File: config.mk
export PLATFORM = sky130hd
export DESIGN_NAME = m_console_keybuf
export DESIGN_NICKNAME = d
export VERILOG_FILES = /design/src/rtl/m_console_keybuf.sv
export SDC_FILE = /design/constraint.sdc
export NUM_CORES = 1
export LEC_CHECK = 0
export CORE_MARGIN = 2
export CORE_UTILIZATION = 40
export CTS_BUF_LIST = sky130_fd_sc_hd__clkbuf_4
export DETAILED_ROUTE_END_ITERATION = 6
export PLACE_DENSITY_LB_ADDON = 0.2
export SKIP_LAST_GASP = 1
export SYNTH_ARGS = -nofsm -noshare
export SYNTH_HDL_FRONTEND = slang
export SYNTH_SLANG_ARGS = --single-unit
File: constraint.sdc
create_clock -name CLK -period 2.15 [get_ports CLK]
set_input_delay 0.5375 -clock CLK [delete_from_list [all_inputs] [get_ports CLK]]
set_output_delay 0.5375 -clock CLK [all_outputs]
set_load 0.02 [all_outputs]
File: src/rtl/m_console_keybuf.sv
// rtl/m_console_keybuf.sv - keyboard receive buffer with request/hold-off sequencing for the console
//
// Captures UART receive bytes into a show-ahead FIFO and issues a one-cycle
// request to the console whenever bytes are waiting and the micro-controller
// is idle. After the micro-controller signals completion, a hold-off timer
// spaces the next request.
//
// Parameters:
//   DEPTH    FIFO depth in bytes (power of two, >= 2)
//   HOLDOFF  idle cycles after a completed transfer before the next request (>= 1)
//
// Ports:
//   CLK         system clock
//   RST_X       asynchronous active-low reset
//   w_rx_valid  one-cycle strobe, byte on w_rx_data
//   w_rx_data   received byte
//   w_busy      micro-controller busy; blocks new requests (sampled in IDLE only)
//   w_pop       consume head byte this cycle
//   w_done      one-cycle strobe, transfer finished
//   w_clr_ovf   clear sticky overflow flag
//   w_keyreq    one-cycle request pulse to the console
//   w_rdata     head byte (show-ahead), valid when !w_empty
//   w_count     bytes stored, 0..DEPTH
//   w_empty     w_count == 0
//   w_full      w_count == DEPTH
//   w_overflow  sticky, a byte was dropped

module m_console_keybuf #(
  parameter int DEPTH   = 16,
  parameter int HOLDOFF = 64
) (
  input  logic                   CLK,
  input  logic                   RST_X,
  input  logic                   w_rx_valid,
  input  logic [7:0]             w_rx_data,
  input  logic                   w_busy,
  input  logic                   w_pop,
  input  logic                   w_done,
  input  logic                   w_clr_ovf,
  output logic                   w_keyreq,
  output logic [7:0]             w_rdata,
  output logic [$clog2(DEPTH):0] w_count,
  output logic                   w_empty,
  output logic                   w_full,
  output logic                   w_overflow
);

  localparam int AW = $clog2(DEPTH);
  localparam int CW = AW + 1;
  localparam int HW = (HOLDOFF > 1) ? $clog2(HOLDOFF) : 1;

  typedef enum logic [1:0] {
    S_IDLE = 2'd0,
    S_REQ  = 2'd1,
    S_WAIT = 2'd2,
    S_HOLD = 2'd3
  } state_t;

  logic [7:0]    mem [DEPTH];
  logic [AW-1:0] wp;
  logic [AW-1:0] rp;
  logic [CW-1:0] count_next;
  logic          push;
  logic          pop;
  logic          drop;

  state_t        state;
  logic [HW-1:0] hold_cnt;

  // A pop while full frees the slot the incoming byte needs, so a push is
  // accepted when full as long as it coincides with a pop.
  assign pop  = w_pop && !w_empty;
  assign push = w_rx_valid && (!w_full || w_pop);
  assign drop = w_rx_valid && w_full && !w_pop;

  assign w_rdata = mem[rp];

  always_comb begin
    count_next = w_count;
    case ({push, pop})
      2'b10:   count_next = w_count + CW'(1);
      2'b01:   count_next = w_count - CW'(1);
      default: count_next = w_count;
    endcase
  end

  // Storage has no reset; stale contents are never visible because count
  // gates every read.
  always_ff @(posedge CLK) begin
    if (push) begin
      mem[wp] <= w_rx_data;
    end
  end

  always_ff @(posedge CLK or negedge RST_X) begin
    if (!RST_X) begin
      wp         <= '0;
      rp         <= '0;
      w_count    <= '0;
      w_empty    <= 1'b1;
      w_full     <= 1'b0;
      w_overflow <= 1'b0;
    end else begin
      if (push) begin
        wp <= wp + AW'(1);
      end
      if (pop) begin
        rp <= rp + AW'(1);
      end
      w_count <= count_next;
      w_empty <= (count_next == '0);
      w_full  <= (count_next == CW'(DEPTH));
      // A drop in the same cycle as a clear keeps the flag set.
      if (drop) begin
        w_overflow <= 1'b1;
      end else if (w_clr_ovf) begin
        w_overflow <= 1'b0;
      end
    end
  end

  // Request sequencer. w_keyreq is registered and high exactly while in REQ.
  always_ff @(posedge CLK or negedge RST_X) begin
    if (!RST_X) begin
      state    <= S_IDLE;
      hold_cnt <= '0;
      w_keyreq <= 1'b0;
    end else begin
      w_keyreq <= 1'b0;
      case (state)
        S_IDLE: begin
          if (!w_empty && !w_busy) begin
            state    <= S_REQ;
            w_keyreq <= 1'b1;
          end
        end
        S_REQ: begin
          state <= S_WAIT;
        end
        S_WAIT: begin
          if (w_done) begin
            state    <= S_HOLD;
            hold_cnt <= HW'(HOLDOFF - 1);
          end
        end
        S_HOLD: begin
          if (hold_cnt == '0) begin
            state <= S_IDLE;
          end else begin
            hold_cnt <= hold_cnt - HW'(1);
          end
        end
        default: begin
          state <= S_IDLE;
        end
      endcase
    end
  end

endmodule

## After elaboration in Yosys (flattened, before gate mapping)

Memory sizes are Yosys's and may differ from the RTL's.
Index checks and enable logic that the tools add are counted.
W data, S select, Z words.

- Register bits after elaboration: 25
- Bits in latches: 0
- Memory bits (writable): 128
- Memory bits (read-only): 0
- Memories kept: 1

Memory list:

| memory | depth | bits a word | rd ports | clocked after memory_dff | write ports | line | RTL |
|---|---|---|---|---|---|---|---|
| mem | 16 | 8 | 1 | 0 | 1 | 59 | `logic [7:0] mem [DEPTH];` |

- Add/subtract/negate cells: 5
- Multipliers: 0
- Div/mod/pow operators: 0
- Magnitude comparators: 0
- Equal/unequal tests: 10
- Shift operators: 0
- Muxes and demuxes: 14
- Bitwise operators: 0
- Reductions and logical operators: 17

Operators by type and width:

| operator | count |
|---|---|
| $mux W6 | 2 |
| $pmux W6 S2 | 1 |
| $pmux W5 S2 | 1 |
| $add A4 B1 Y4 const B | 2 |
| $ne A2 B2 Y1 const B | 4 |
| $pmux W2 S4 | 1 |
| $eq A2 B2 Y1 const B | 3 |
| $logic_not A6 Y1 | 1 |
| $mux W1 | 6 |
| $mux W2 | 3 |
| $reduce_and A3 Y1 | 2 |
| $sub A6 B1 Y6 const B | 1 |
| $add A5 B1 Y5 const B | 1 |
| $eq A5 B5 Y1 const B | 1 |
| $logic_and A1 B1 Y1 | 5 |
| $logic_not A5 Y1 | 1 |
| $sub A5 B1 Y5 const B | 1 |
| $eq A2 B1 Y1 const B | 2 |
| $logic_not A1 Y1 | 4 |
| $reduce_bool A2 Y1 | 2 |
| $logic_not A2 Y1 | 1 |
| $logic_or A1 B1 Y1 | 1 |

## Depth between registers and ports, before layout

- Depth after elaboration: 6
- Mapped depth: 10
- Gate-level depth less buffers: 9

## Worst setup path after synthesis

OpenSTA, ideal clock, no wires.

- Path type: input port to flip-flop
- Start point: input port w_pop
- End point: register w_full
- Arrival time: 2.343 ns
- Slack: -0.322 ns
- Cell stages on the path: 9
- Cell sequence: nand2b_1 > and2_1 > buf_2 > inv_1 > ha_1 > or4b_1 > o2111ai_1 > xor2_1 > nor3b_2

- Longest elaborated chain between the ends: 5
- Elaborated cells on any way between the ends: 7
- Those cells by class: 3 x eq/ne; 1 x mux; 3 x reduce/logical

RTL lines:

| what | line | RTL |
|---|---|---|
| from (decl) | 37 | `input logic w_pop,` |
| $logic_or A1 B1 Y1 | 73 | `assign push = w_rx_valid && (!w_full \|\| w_pop);` |
| $logic_and A1 B1 Y1 | 73 |  |
| $eq A2 B1 Y1 / $eq A2 B2 Y1 (equally long branches) | 80 | `case ({push, pop})` |
| $pmux W5 S2 * | 80 |  |
| named net count_next[3] | 62 | `logic [CW-1:0] count_next;` |
| $eq A5 B5 Y1 * | 112 | `w_full <= (count_next == CW'(DEPTH));` |
| to (signal assigned) | 112 |  |
| to (decl) | 44 | `output logic w_full,` |

The timed path passes the listed nets; every way through them passes the cells marked *.
A chain may end at the register's enable or synchronous reset.

## Worst setup path in the final report

- Start point: register rp[0]
- End point: output port w_rdata[0]

- Longest elaborated chain between the ends: 1

RTL lines:

| what | line | RTL |
|---|---|---|
| from (decl) | 61 | `logic [AW-1:0] rp;` |
| from (signal assigned) | 108 | `rp <= rp + AW'(1);` |
| $mem_v2 Z16 W8 | - |  |
| to (decl) | 41 | `output logic [7:0] w_rdata,` |

No other way between the ends.

==> results.ini <==
[routing]
wl_um = 12800
drc = 0
wl_per_cell_um = 19.46
num_vias = 3350
via_per_inst = 5.091
first_iter_violations = 186
drtPass1Iterations = 4
ant_nets = 0

[die]
design.core.area_um2 = 15830
die_height_um = 131.2
die_width_um = 131.2
die_area_um2 = 17220
io_pins = 32
fp-row-count = 46
start_util_pct = 40.90

[clocking]
tritoncts = yes
cts.clk_slew.worst_paths_ns = 0.13
cts_root_buf = clkbuf_4
htreeDepth = 4
cts.sinks = 153
max-clock-path-buffers = 2
clk_latency_ns = 0.56
cts_buffers = 17

[synth]
synthTopCellsByCount = edfxtp_1 (128), mux4_1 (30), dfrtp_1 (24), inv_1 (16), ha_1 (13)
yosysUniqueCellTypes = 47
yosys_warnings = 0
synth-seq-cells = 153
synth_flop_cell = edfxtp_1
yosys.area.top_type = edfxtp_1
syn_inst = 338
synth_area_per_cell_um2 = 19.15
yosys-top-cells-area = edfxtp_1 (59%), mux4_1 (12%), dfrtp_1 (9.3%), mux4_2 (3.5%), ha_1 (2.5%)
synth_edf_count = 128
yosysMostFrequentCell = edfxtp_1
async_reset_ff_share_pct = 16.34
seq_area_frac_synth_pct = 69.06
synth_top_area_share_pct = 59.37
synth_area_um2 = 6474
synth_nets = 366

[final_layout]
fin_cells = 658
synthToLayoutAreaGrowth_pct = 19.91
final_layout_size_suffix_gt1_share_pct = 36.65
ff_latch_area_um2 = 4474
fill_cells = 1360
antenna_cells = 0
layout.nets = 457
multiInputGateArea_um2 = 1832

[global_routing]
grt_antenna_before_repair = 0
first_global_vias = 3430
track_usage_pct = 15.88
grt_remaining_overflow = 0
grt_first_pass_wirelength_um = 20210
grt_start_max_net_pins = 26

[timing]
drv_slew = 0
clock_skew_ns = 0.01929
min_period_ns = 2.977
worst_slew_pin_slew_ns = 0.5758
fmax_ghz = 0.3359
slew_headroom_pct = 61.49
setup_viol = 8
grt_setup_unrepaired = true
period_share_pct = 138.5
whs_ns = 0.3122
hold_viol = 0
setup_slack_ns = -0.8274

[setup_path]
crit_fanout = 5
critical-path-top-delay-family = multiplexers
cp-start-kind = flop
path_cells = buf_6 -> buf_12 -> mux4_2 -> mux4_2 -> buf_6
slowest_delay_ns = 0.52
crit_type = flop to output pin
endpoint_kind = output pin
cp_num_buf_inv = 3
cp_slowest_cell = mux4_2
arrival_ns = 2.44
cp.required_ns = 1.61

[min_path]
min_path_type = input pin to flop

[pwr]
seq_power_share_pct = 41.3
p_per_area_nw_per_um2 = 1252
switching_share_pct = 34.42
intPower_mw = 6.371
p_clk_share_pct = 16.6
vdd_ir_drop_max_mv = 0.4952
p_leak_nw = 2.720
p_sw_mw = 3.345
power_mw = 9.716
comb_power_share_pct = 42.1

[job]
max_cap_viol_count = 0

[outcome]
failed_checks = setup timing
outcome = finished with violations

[placed_design]
portBuffers = 31
routabilityCongestion = 0.7913
dp_hpwl_um = 8762
placed_cells = 620

## cell families (layout without fill, tap and decap cells)
kind of cell,Yosys count,after routing,share of synthesized area [%]
XOR/XNOR,15,15,2.029
AND/OR/NAND/NOR,62,62,5.605
buffers and inverters,31,135,2.358
AO/OA/AOI/OAI,20,20,2.107
flip-flops,153,153,69.06
multiplexers,44,44,16.33
adder cells (fa/ha/maj),13,13,2.513
## flip-flops by register name (all words and copies together), names as in the netlist
register	cells
rp	4
w_overflow	1
w_count	5
w_empty	1
mem	128
state	2
hold_cnt	6
w_full	1
wp	4
w_keyreq	1
## layout make-up
type | count | share of cell area, %
clock buffers | 17 | 1.644
clock inverters | 15 | 1.741
inverters | 16 | 0.8382
multi-input cells | 154 | 23.60
flip-flops and latches | 153 | 57.64
well taps | 216 | 3.482
repair buffers | 87 | 11.06
## placed cells by master (no fill, tap or decap), drive strengths merged, types with 3 or more instances in the layout
cell           netlist  routed
a31oi                3       3
and2                 9       9
buf                  7      64
clkbuf               8      17
clkdlybuf4s50        0      14
clkinv               0       8
dfrtp               24      24
dlygate4sd2          0       6
edfxtp             128     128
ha                  13      13
inv                 16      23
mux2                 3       3
mux4                40      40
nand2               10      10
nand2b               3       3
nand3                5       5
nand4                3       3
nor2                10      10
nor3                 5       5
nor3b                4       4
nor4                 4       4
o211ai               3       3
o21ai                6       6
xnor2                7       7
xor2                 8       8
## worst reg2reg max path, stage by stage (launching register included)
cell and delay, ns:
dfstp_2 0.60, nor2b_1 0.06, buf_4 0.14, ha_4 0.23, buf_4 0.15, inv_1 0.17, o311ai_2 0.14, xnor2_1 0.31
nor3b_2 0.24
## power groups by stage
stage	sequential, mW	combinational (mW)	clock (mW)
floorplan	3.98	2.43	0
global placement	4.05	3.76	0
detailed placement	4.07	3.82	0
CTS	4.00	4.24	1.67
global route	4.07	4.42	1.77
finish	4.01	4.09	1.61
## layer usage
metal,up-vias,global-route usage (%),part of all wire (%)
met4,0,5.616,1.4
li1,1522,-,-
met3,13,3.742,4.0
met2,67,26.29,52
met1,1748,20.69,42
met5,-,0,0
## final timing paths
path,from,to,slack (ns),cells after the start
worst min register to register,w_overflow,w_overflow,0.54,2
worst max register to register,w_empty,w_full,0.05,8
max in group asynchronous,RST_X,w_empty,1.52,2
worst max-delay path,rp[0],w_rdata[0],-0.83,5
min in group asynchronous,RST_X,w_count[1],0.33,2
worst min-delay path,w_rx_valid,w_overflow,0.31,3
## through the flow
step	TNS, ns	instance area (µm²)	utilization [%]	setup slack [ns]
floorplan	-0.5577	6427	-	-0.06524
global placement	-31.56	7362	46.51	-0.5833
detailed placement	-32.73	7362	46.51	-0.6048
CTS	-7.317	7772	49.11	-0.9244
global route	-7.292	7762	49.04	-0.9235
finish	-6.329	7762	49.04	-0.8274
## what timing repair did
item	CTS	global route
hold buffers	0	0
pin swaps	0	6
gates cloned	3	0
setup buffers	5	1
setup endpoints to repair	15	10
resized for setup	69	12
No activity file was read; power rests on OpenSTA's default activity.
